===== src/rtl/img_rsz_pxl_fwd_pkg.sv =====
// Shared types and constants for the resized-pixel forwarder.
package img_rsz_pxl_fwd_pkg;

  localparam int unsigned RszFwdOrderRaster = 0;
  localparam int unsigned RszFwdOrderFfs    = 1;

  typedef enum logic [1:0] {
    FwdIdle,
    FwdRun,
    FwdDrain
  } fwd_state_e;

endpackage


===== src/rtl/img_rsz_pxl_fwd_skid2.sv =====
// Generic 2-entry valid/ready buffer; head entry drives the output and holds until popped.
module img_rsz_pxl_fwd_skid2 #(
  parameter type T = logic
) (
  input  logic clk_i,
  input  logic rst_i,
  input  logic push_i,
  input  T     push_data_i,
  output logic full_o,
  output logic vld_o,
  input  logic rdy_i,
  output T     data_o
);

  logic [1:0] occ_q, occ_d;
  T           head_q, head_d, tail_q, tail_d;
  logic       pop;

  assign pop    = vld_o & rdy_i;
  assign vld_o  = (occ_q != 2'd0);
  assign full_o = (occ_q == 2'd2);
  assign data_o = head_q;

  always_comb begin
    occ_d  = occ_q;
    head_d = head_q;
    tail_d = tail_q;
    case ({push_i, pop})
      2'b10: begin
        if (occ_q == 2'd0) begin
          head_d = push_data_i;
          occ_d  = 2'd1;
        end else begin
          tail_d = push_data_i;
          occ_d  = 2'd2;
        end
      end
      2'b01: begin
        if (occ_q == 2'd2) head_d = tail_q;
        occ_d = occ_q - 2'd1;
      end
      // Only reachable at occupancy 1: the popped head is replaced in place.
      2'b11:   head_d = push_data_i;
      default: ;
    endcase
  end

  always_ff @(posedge clk_i or posedge rst_i) begin
    if (rst_i) begin
      occ_q  <= 2'd0;
      head_q <= '0;
      tail_q <= '0;
    end else begin
      occ_q  <= occ_d;
      head_q <= head_d;
      tail_q <= tail_d;
    end
  end

endmodule


===== src/rtl/img_rsz_pxl_fwd.sv =====
// Resized-pixel forwarder: flushes executed blocks in raster or first-set order into a 2-entry
// skid buffer. Optional statistics counters are enabled by defining IMG_RSZ_FWD_STAT_EN.
module img_rsz_pxl_fwd
  import img_rsz_pxl_fwd_pkg::*;
#(
  parameter int unsigned RSZ_W     = 4,
  parameter int unsigned RSZ_H     = 4,
  parameter int unsigned COLOR_NUM = 3,
  parameter int unsigned COLOR_W   = 8,
  parameter int unsigned FWD_ORDER = 0,
  localparam int unsigned X_W      = $clog2(RSZ_W),
  localparam int unsigned Y_W      = $clog2(RSZ_H),
  localparam int unsigned CNT_W    = $clog2(RSZ_W * RSZ_H + 1),
  localparam int unsigned PXL_W    = COLOR_NUM * COLOR_W
) (
  input  logic                              clk_i,
  input  logic                              rst_i,
  input  logic                              frm_start_i,
  input  logic [RSZ_H-1:0][RSZ_W-1:0]       blk_is_exec_i,
  input  logic [PXL_W-1:0]                  flush_rsz_pxl_data_i,
  output logic [RSZ_W-1:0]                  flush_blk_x_msk_o,
  output logic [RSZ_H-1:0]                  flush_blk_y_msk_o,
  output logic                              flush_vld_o,
  output logic [PXL_W-1:0]                  rsz_pxl_data_o,
  output logic [X_W-1:0]                    rsz_pxl_x_o,
  output logic [Y_W-1:0]                    rsz_pxl_y_o,
  output logic                              rsz_pxl_last_o,
  output logic                              rsz_pxl_vld_o,
  input  logic                              rsz_pxl_rdy_i,
  output logic                              fwd_busy_o
`ifdef IMG_RSZ_FWD_STAT_EN
  ,
  output logic [15:0]                       frm_cnt_o,
  output logic [15:0]                       stall_cnt_o
`endif
);

  localparam logic [CNT_W-1:0] CntLast = CNT_W'(RSZ_W * RSZ_H - 1);

  typedef struct packed {
    logic [PXL_W-1:0] data;
    logic [X_W-1:0]   x;
    logic [Y_W-1:0]   y;
    logic             last;
  } rsz_fwd_ent_t;

  if ((FWD_ORDER != RszFwdOrderRaster) && (FWD_ORDER != RszFwdOrderFfs)) begin : gen_order_chk
    $error("img_rsz_pxl_fwd: FWD_ORDER must be 0 (raster) or 1 (first-set)");
  end

  fwd_state_e       state_q, state_d;
  logic [CNT_W-1:0] cnt_q, cnt_d;
  logic             arm, skid_full, cand_vld;
  logic [X_W-1:0]   cand_x;
  logic [Y_W-1:0]   cand_y;
  rsz_fwd_ent_t     push_ent, out_ent;

  assign arm = (state_q == FwdIdle) & frm_start_i;

  if (FWD_ORDER == RszFwdOrderFfs) begin : gen_ffs
    // Scan from the highest index down so the lowest Y, then lowest X, wins.
    always_comb begin
      cand_vld = 1'b0;
      cand_x   = '0;
      cand_y   = '0;
      for (int y = int'(RSZ_H) - 1; y >= 0; y--) begin
        for (int x = int'(RSZ_W) - 1; x >= 0; x--) begin
          if (blk_is_exec_i[y][x]) begin
            cand_vld = 1'b1;
            cand_x   = X_W'(x);
            cand_y   = Y_W'(y);
          end
        end
      end
    end
  end else begin : gen_raster
    localparam logic [X_W-1:0] XMax = X_W'(RSZ_W - 1);
    localparam logic [Y_W-1:0] YMax = Y_W'(RSZ_H - 1);

    logic [X_W-1:0] cur_x_q, cur_x_d;
    logic [Y_W-1:0] cur_y_q, cur_y_d;

    assign cand_vld = blk_is_exec_i[cur_y_q][cur_x_q];
    assign cand_x   = cur_x_q;
    assign cand_y   = cur_y_q;

    always_comb begin
      cur_x_d = cur_x_q;
      cur_y_d = cur_y_q;
      if (arm) begin
        cur_x_d = '0;
        cur_y_d = '0;
      end else if (flush_vld_o) begin
        if (cur_x_q == XMax) begin
          cur_x_d = '0;
          cur_y_d = (cur_y_q == YMax) ? '0 : cur_y_q + 1'b1;
        end else begin
          cur_x_d = cur_x_q + 1'b1;
        end
      end
    end

    always_ff @(posedge clk_i or posedge rst_i) begin
      if (rst_i) begin
        cur_x_q <= '0;
        cur_y_q <= '0;
      end else begin
        cur_x_q <= cur_x_d;
        cur_y_q <= cur_y_d;
      end
    end
  end

  assign flush_vld_o = (state_q == FwdRun) & ~skid_full & cand_vld;

  always_comb begin
    flush_blk_x_msk_o = '0;
    flush_blk_y_msk_o = '0;
    if (flush_vld_o) begin
      flush_blk_x_msk_o[cand_x] = 1'b1;
      flush_blk_y_msk_o[cand_y] = 1'b1;
    end
  end

  always_comb begin
    state_d = state_q;
    cnt_d   = cnt_q;
    unique case (state_q)
      FwdIdle: begin
        if (arm) begin
          state_d = FwdRun;
          cnt_d   = '0;
        end
      end
      FwdRun: begin
        if (flush_vld_o) begin
          cnt_d = cnt_q + 1'b1;
          if (cnt_q == CntLast) state_d = FwdDrain;
        end
      end
      FwdDrain: begin
        if (!rsz_pxl_vld_o) state_d = FwdIdle;
      end
      default: state_d = FwdIdle;
    endcase
  end

  always_ff @(posedge clk_i or posedge rst_i) begin
    if (rst_i) begin
      state_q <= FwdIdle;
      cnt_q   <= '0;
    end else begin
      state_q <= state_d;
      cnt_q   <= cnt_d;
    end
  end

  assign push_ent.data = flush_rsz_pxl_data_i;
  assign push_ent.x    = cand_x;
  assign push_ent.y    = cand_y;
  assign push_ent.last = (cnt_q == CntLast);

  img_rsz_pxl_fwd_skid2 #(
    .T (rsz_fwd_ent_t)
  ) u_skid (
    .clk_i       (clk_i),
    .rst_i       (rst_i),
    .push_i      (flush_vld_o),
    .push_data_i (push_ent),
    .full_o      (skid_full),
    .vld_o       (rsz_pxl_vld_o),
    .rdy_i       (rsz_pxl_rdy_i),
    .data_o      (out_ent)
  );

  assign rsz_pxl_data_o = out_ent.data;
  assign rsz_pxl_x_o    = out_ent.x;
  assign rsz_pxl_y_o    = out_ent.y;
  assign rsz_pxl_last_o = out_ent.last;
  assign fwd_busy_o     = (state_q != FwdIdle);

`ifdef IMG_RSZ_FWD_STAT_EN
  logic [15:0] frm_cnt_q, stall_cnt_q;

  always_ff @(posedge clk_i or posedge rst_i) begin
    if (rst_i) begin
      frm_cnt_q   <= '0;
      stall_cnt_q <= '0;
    end else begin
      if (rsz_pxl_vld_o & rsz_pxl_rdy_i & rsz_pxl_last_o) frm_cnt_q <= frm_cnt_q + 16'd1;
      if (arm) begin
        stall_cnt_q <= '0;
      end else if (rsz_pxl_vld_o & ~rsz_pxl_rdy_i & (stall_cnt_q != 16'hFFFF)) begin
        stall_cnt_q <= stall_cnt_q + 16'd1;
      end
    end
  end

  assign frm_cnt_o   = frm_cnt_q;
  assign stall_cnt_o = stall_cnt_q;
`endif

endmodule

===== config.mk =====
export PLATFORM = sky130hd
export DESIGN_NAME = img_rsz_pxl_fwd
export DESIGN_NICKNAME = d
export VERILOG_FILES = /design/src/rtl/img_rsz_pxl_fwd_pkg.sv /design/src/rtl/img_rsz_pxl_fwd_skid2.sv /design/src/rtl/img_rsz_pxl_fwd.sv
export SDC_FILE = /design/constraint.sdc
export NUM_CORES = 1
export LEC_CHECK = 0
export ABC_CLOCK_PERIOD_IN_PS = 3000
export CORE_MARGIN = 5
export CORE_UTILIZATION = 30
export CTS_BUF_LIST = sky130_fd_sc_hd__clkbuf_16
export CTS_CLUSTER_SIZE = 16
export DETAILED_ROUTE_END_ITERATION = 8
export RECOVER_POWER = 25
export SLEW_MARGIN = 20
export SYNTH_ARGS = -nofsm -noshare
export SYNTH_HDL_FRONTEND = slang
export SYNTH_SLANG_ARGS = --single-unit

===== constraint.sdc =====
create_clock -name clk_i -period 3 [get_ports clk_i]
set_clock_uncertainty 0.2 [all_clocks]
set_input_delay 0.6 -clock clk_i [delete_from_list [all_inputs] [get_ports clk_i]]
set_output_delay 0.6 -clock clk_i [all_outputs]
set_load 0.01 [all_outputs]

Word level (Yosys, flattened, before mapping)
Index checks and enable logic that the tools add are counted.
Widths: inputs -> output; s select.
{"block": "op_classes", "addsub": 4, "order_cmp": 4, "n_eq_ne": 15, "mux": 30, "n_bitwise": 6, "reduce_logical": 16}
{"op": "$pmux 29 s3", "count": 1}
{"op": "$mux 29", "count": 2}
{"op": "$mux 2", "count": 12}
{"op": "$eq 2x2->1 const B", "count": 6}
{"op": "$mux 4", "count": 3}
{"op": "$reduce_bool 2->1", "count": 6}
{"op": "$mux 5", "count": 2}
{"op": "$pmux 5 s2", "count": 1}
{"op": "$bmux 4 s2", "count": 1}
{"op": "$lt 2x3->1 const B", "count": 2}
{"op": "$ne 2x1->1 const B", "count": 3}
{"op": "$ne 2x2->1 const B", "count": 3}
{"op": "$pmux 2 s3", "count": 1}
{"op": "$reduce_and 3->1", "count": 2}
{"op": "$add 5x1->5 const B", "count": 1}
{"op": "$eq 5x4->1 const B", "count": 1}
{"op": "$add 2x1->2 const B", "count": 2}
{"op": "$and 1x1->1", "count": 4}
{"op": "$demux 1 s2", "count": 2}
{"op": "$eq 2x1->1 const B", "count": 2}
{"op": "$ge 2x1->1 const B", "count": 2}
{"op": "$logic_not 2->1", "count": 2}
{"op": "$pmux 2 s2", "count": 1}
{"op": "$reduce_and 2->1", "count": 2}
{"op": "7 further kinds", "count": 11}
{"block": "totals", "regBits": 71, "in_bits": 44, "out_inout_bits": 40}

Depth between registers and ports, before layout
{"block": "depth", "word_depth": 8, "ltp_mapped": 14}

Cells and area by module
Synthesis repeated with hierarchy kept, for this count alone.
{"block": "hier_totals", "hier_cells": 275, "area_unflattened_um2": 3706.1}
{"mod": "img_rsz_pxl_fwd_skid2", "instances": 1, "cells_per_inst": 179, "area_per_inst_um2": 2778.9, "seq_area_each_um2": 1501.4}
{"mod": "img_rsz_pxl_fwd", "instances": 1, "cells_per_inst": 96, "area_per_inst_um2": 927.1, "seq_area_each_um2": 275.3}

Least setup slack after synthesis
No wires, ideal clock.
{"block": "synth_path", "path_type": "in2reg", "startpoint": "input port blk_is_exec_i[12] (netlist name)", "endpoint": "register u_skid.tail_q[10] (netlist name)", "t_arrival_ns": 2.987, "slack_ns": -0.312, "stages": 10, "path_buffers": 3, "cell_sequence": "mux4_1 o211ai_1 and2_1 buf_6 inv_2 clkbuf_1 ha_1 nand2_1 buf_1 mux2_2"}
{"block": "synth_between", "elab_chain_len": 7}
{"item": "from (decl)", "line": "img_rsz_pxl_fwd.sv:19", "text": "input logic [RSZ_H-1:0][RSZ_W-1:0] blk_is_exec_i,"}
{"item": "$bmux 4 s2", "line": "img_rsz_pxl_fwd.sv:83", "text": "assign cand_vld = blk_is_exec_i[cur_y_q][cur_x_q];"}
{"item": "$mux 4 (implied by the code)", "line": "img_rsz_pxl_fwd.sv:83"}
{"item": "$bmux 1 s2", "line": "img_rsz_pxl_fwd.sv:83"}
{"item": "$mux 1 (implied by the code)", "line": "img_rsz_pxl_fwd.sv:83"}
{"item": "$and 1x1->1", "line": "img_rsz_pxl_fwd.sv:114", "text": "assign flush_vld_o = (state_q == FwdRun) & ~skid_full & cand_vld;"}
{"item": "named net flush_vld_o", "line": "img_rsz_pxl_fwd.sv:23", "text": "output logic flush_vld_o,"}
{"item": "$eq 2x2->1", "line": "img_rsz_pxl_fwd_skid2.sv:28", "text": "case ({push_i, pop})"}
{"item": "$reduce_and 2->1 (no source line)"}
{"item": "to (signal assigned)", "line": "img_rsz_pxl_fwd_skid2.sv:56", "text": "tail_q <= tail_d;"}
{"item": "to (decl)", "line": "img_rsz_pxl_fwd_skid2.sv:16", "text": "T head_q, head_d, tail_q, tail_d;"}
The timed path passes the listed nets, and every way through them passes these cells. The select of a mux whose other input is x is not followed.
A chain may end at the register's enable or synchronous reset.

Worst setup path after layout
{"block": "layout_path", "startpoint": "register gen_raster.cur_y_q[0] (netlist: cand_y[0])", "endpoint": "output port flush_blk_y_msk_o[1]"}
{"block": "layout_between", "elab_chain_len": 6, "elab_cells_between_ends": 11, "classes_between": "order compare: 2; mux: 7; bitwise: 1; reduce/logical: 1"}
{"item": "from (decl)", "line": "img_rsz_pxl_fwd.sv:81", "text": "logic [Y_W-1:0] cur_y_q, cur_y_d;"}
{"item": "from (signal assigned)", "line": "img_rsz_pxl_fwd.sv:109", "text": "cur_y_q <= cur_y_d;"}
{"item": "$bmux 4 s2", "line": "img_rsz_pxl_fwd.sv:83"}
{"item": "$mux 4 (implied by the code)", "line": "img_rsz_pxl_fwd.sv:83"}
{"item": "$bmux 1 s2", "line": "img_rsz_pxl_fwd.sv:83"}
{"item": "$mux 1 (implied by the code)", "line": "img_rsz_pxl_fwd.sv:83"}
{"item": "$and 1x1->1", "line": "img_rsz_pxl_fwd.sv:114"}
{"item": "$mux 4 *", "line": "img_rsz_pxl_fwd.sv:119", "text": "if (flush_vld_o) begin"}
{"item": "to (decl)", "line": "img_rsz_pxl_fwd.sv:22", "text": "output logic [RSZ_H-1:0] flush_blk_y_msk_o,"}
Every way passes the cells marked *; elsewhere a longest branch is shown, timed or not. The select of a mux whose other input is x is not followed.

==> key figures <==
Setup path
  • Crit Path Class: reg -> out
  • Critical Path Source Type: flop
  • Family with the most delay on the worst path: multiplexers
  • R2r endpoint: u_skid.tail_q[0]$_DFFE_PP0P_
  • Crit-path slowest cell: mux4_2
  • Cells on worst reg2reg path: 9
  • Crit-path cells: mux4_2, o211ai_1, and2_4, inv_4, and2_1, buf_2
  • Crit. Startpoint: cand_y[0]$_DFFE_PP0P_
  • Crit Path Max Fanout: 5
  • R2r startpoint: cand_y[0]$_DFFE_PP0P_
  • Crit path capture: flush_blk_y_msk_o[1]
  • Endpoint class of the critical path: output pin
  • Critical Path Stages: 6
  • Max incr delay on CP: 0.52 ns
  • R2R setup slack: between 0.1 and 0.15 ns
  • CP bufs+invs: 2
  • Required @ worst endpoint: ~2.2 ns
  • Arr. time, crit path: around 2.1 ns

Power and ir drop
  • Leak pwr: 2.31 nW
  • Pwr dens: 1150 nW/um^2
  • Peak supply drop: 0.000499 V

Timing
  • Slew Viols, Final: 0
  • Fin. Hold Viols: 0
  • RSZ-0062 raised after global routing: no
  • Slew margin rel.: 0.215
  • Fmax: 0.342 GHz
  • Slew @ Worst Pin: 1.18 ns
  • Final Critical Period: 2.92 ns
  • Final setup vio count: 0
  • Final period util: 0.975

Synth
  • Synth Warn #: 0
  • Mapped Avg Cell Area: 11.6 um^2
  • Asr flop ratio synth: 1.00
  • Register area share after synthesis: 0.514
  • Register bit total from synthesis: 71
  • Syn Nets: 358
  • Main synth FF type: dfrtp_1
  • EDFF count, synth: 0
  • Post-Synthesis Cells: 299
  • Synth cell types: 37
  • Cell taking the most area after synthesis: dfrtp_1
  • Share of Yosys cell area claimed by the top area cell type: 0.514
  • Synth top cells by count: dfrtp_1 (71), mux2_2 (29), a2bb2oi_1 (20), nand2_1 (20), o22ai_1 (18)
  • Synth area leaders: dfrtp_1 (51%), mux2_2 (9.4%), ha_1 (5.4%)
  • Most frequent cell after synthesis: dfrtp_1
  • Post-Syn Area: 3460 um^2

CTS
  • Hold_buf cts: 0
  • CTS Buffer Depth: 2
  • Htree depth: 3
  • Clock sink count: 71
  • Clk_lat worst skew: 0.33 ns
  • Total CTS buffers: 9
  • CTS tree: yes
  • Clock slew at reported path FFs: 0.06 ns
  • Root buf cell: clkbuf_16

Global routing
  • Initial antenna violation count: 0
  • Largest net degree at the start of global routing: 36
  • Number of global-route vias before repair: between 3,000 and 4,000
  • GRT overflow: 0
  • GR Util All Layers: 0.137
  • Global-route wire length before repair: 15,400 um

Routing
  • Post-Route WL: 9650 um
  • DR vias: 2,778
  • DR vias/cell: 4.95
  • DRC violations left: 0
  • WL/cell: 17.2 um
  • DRT Pass-1 Iters: 4
  • DRT antenna net count: 0
  • Initial DRC count: 91

Placed design
  • Post-Place Cells: 530
  • Port-buffer cells: slightly above 80
  • Placer's final routability congestion estimate: 0.847
  • DP Area: 4630 um^2
  • Dpl hpwl: 6180 um

Die
  • Initial core utilization: 0.304
  • # rows: 39
  • Core area: ~11,000 um^2
  • I/O pin cnt: 84
  • Die width: 117 um
  • Die height: 117 um
  • Die area: 13,800 um^2

Final layout
  • Layout cells sized above 1: 0.309
  • Area growth syn-to-layout: 51.7%
  • Layout Cells excl Fill: 561
  • Fin nets: 472
  • Final core occ: 0.461
  • # diodes: 0
  • Non-Filler Cell Area, Final: 5250 um^2
  • Fillers: ~1,000

Outcome
  • Status: finished clean

Hold path
  • Hold Crit Class: reg -> reg

Flow run
  • Max cap viols: 0
[flip-flops by register name, indices dropped and copies added (netlist names)]
register and count:
cand_x 2, cand_y 2, cnt_q 5, state_q 2
u_skid.data_o 29, u_skid.occ_q 2, u_skid.tail_q 29
[per-stage QoR]
step | power [mW] | TNS (ns) | hold WS (ns) | worst slack, ns
detailed placement | 4.44 | -26.14 | 0.277 | -0.540
finish | 6.01 | 0 | 0.290 | 0.0759
CTS | 5.85 | -0.329 | 0.291 | -0.0508
floorplan | 3.32 | 0 | 0.248 | 0.000632
global route | 6.40 | 0 | 0.321 | 0.00898
global placement | 4.37 | -21.72 | 0.261 | -0.439
[power breakdown]
group / internal, mW / total, mW / switching (mW)
combinational: 1.82 / 3.25 / 1.43
sequential: 1.42 / 1.71 / 0.292
clock: 0.580 / 1.04 / 0.463
total: 3.82 / 6.01 / 2.19
[worst min path at each step]
stage                                 startpoint                           end  cells after the start
finish              u_skid.tail_q[1]$_DFFE_PP0P_  u_skid.tail_q[1]$_DFFE_PP0P_                      2
global route        u_skid.data_o[1]$_DFFE_PP0P_  u_skid.data_o[1]$_DFFE_PP0P_                      1
CTS                 u_skid.tail_q[2]$_DFFE_PP0P_  u_skid.tail_q[2]$_DFFE_PP0P_                      2
detailed placement  u_skid.tail_q[2]$_DFFE_PP0P_  u_skid.tail_q[2]$_DFFE_PP0P_                      2
global placement    u_skid.tail_q[1]$_DFFE_PP0P_  u_skid.tail_q[1]$_DFFE_PP0P_                      2
floorplan           u_skid.tail_q[1]$_DFFE_PP0P_  u_skid.tail_q[1]$_DFFE_PP0P_                      2
[worst min-delay path, delay by kind of cell (launching register included)]
kind | cells | cell delay (ns)
flops | 1 | 0.34
compound gates | 1 | 0.06
simple gates | 1 | 0.05
[layout make-up]
cell class	count	area (um^2)	area share
clock inverters	7	65.1	0.0124
repair buffers	121	1260	0.241
multi-input cells	192	1660	0.316
inverters	17	68.8	0.0131
flip-flops and latches	71	1780	0.339
repair inverters	1	6.26	0.00119
well taps	143	179	0.0341
clock buffers	9	225	0.0429
[metal layers]
layer	part of all wire	track usage	wire (um)
met1	0.44	0.165	4260
met2	0.50	0.231	4810
met3	0.046	0.0371	446
met4	0.014	0.0537	136
met5	0	0	0
[layout by cell type, fill, tap and decap left out, types with 3 or more instances in the layout]
cell type / instances
dlymetal6s2s_1: 10
a32oi_1: 4
a21o_1: 3
dfrtp_1: 70
nor2_1: 9
inv_1: 16
buf_12: 4
mux2i_1: 5
ha_1: 13
o21ai_0: 14
o211ai_1: 5
inv_6: 3
nand3b_1: 7
clkdlybuf4s50_1: 63
nand2_1: 18
nand3_1: 3
a21oi_1: 7
buf_4: 22
and2_1: 3
a2bb2oi_2: 12
and2_4: 8
a2bb2oi_1: 8
buf_6: 13
clkbuf_16: 10
mux2_2: 29
o22ai_1: 18
[kinds of logic after synthesis]
group                      Yosys count  synth area share
AOI/OAI and AO/OA                   79             0.165
DFF                                 71             0.514
and+or+nand+nor                     60            0.0898
buffers and inverters               36            0.0478
muxes                               36             0.124
adders and majority gates           15            0.0543
xor gates and xnor gates             2           0.00507
[timing repair]
action / CTS / global route
gates resized for setup: 50 / 47
gates cloned: 3 / 2
setup buffers: 17 / 1
pin swaps: 6 / 10
endpoints found under the hold margin: 0 / 0
setup endpoints to repair: 50 / 64
Power figures use the tool's default switching activity.
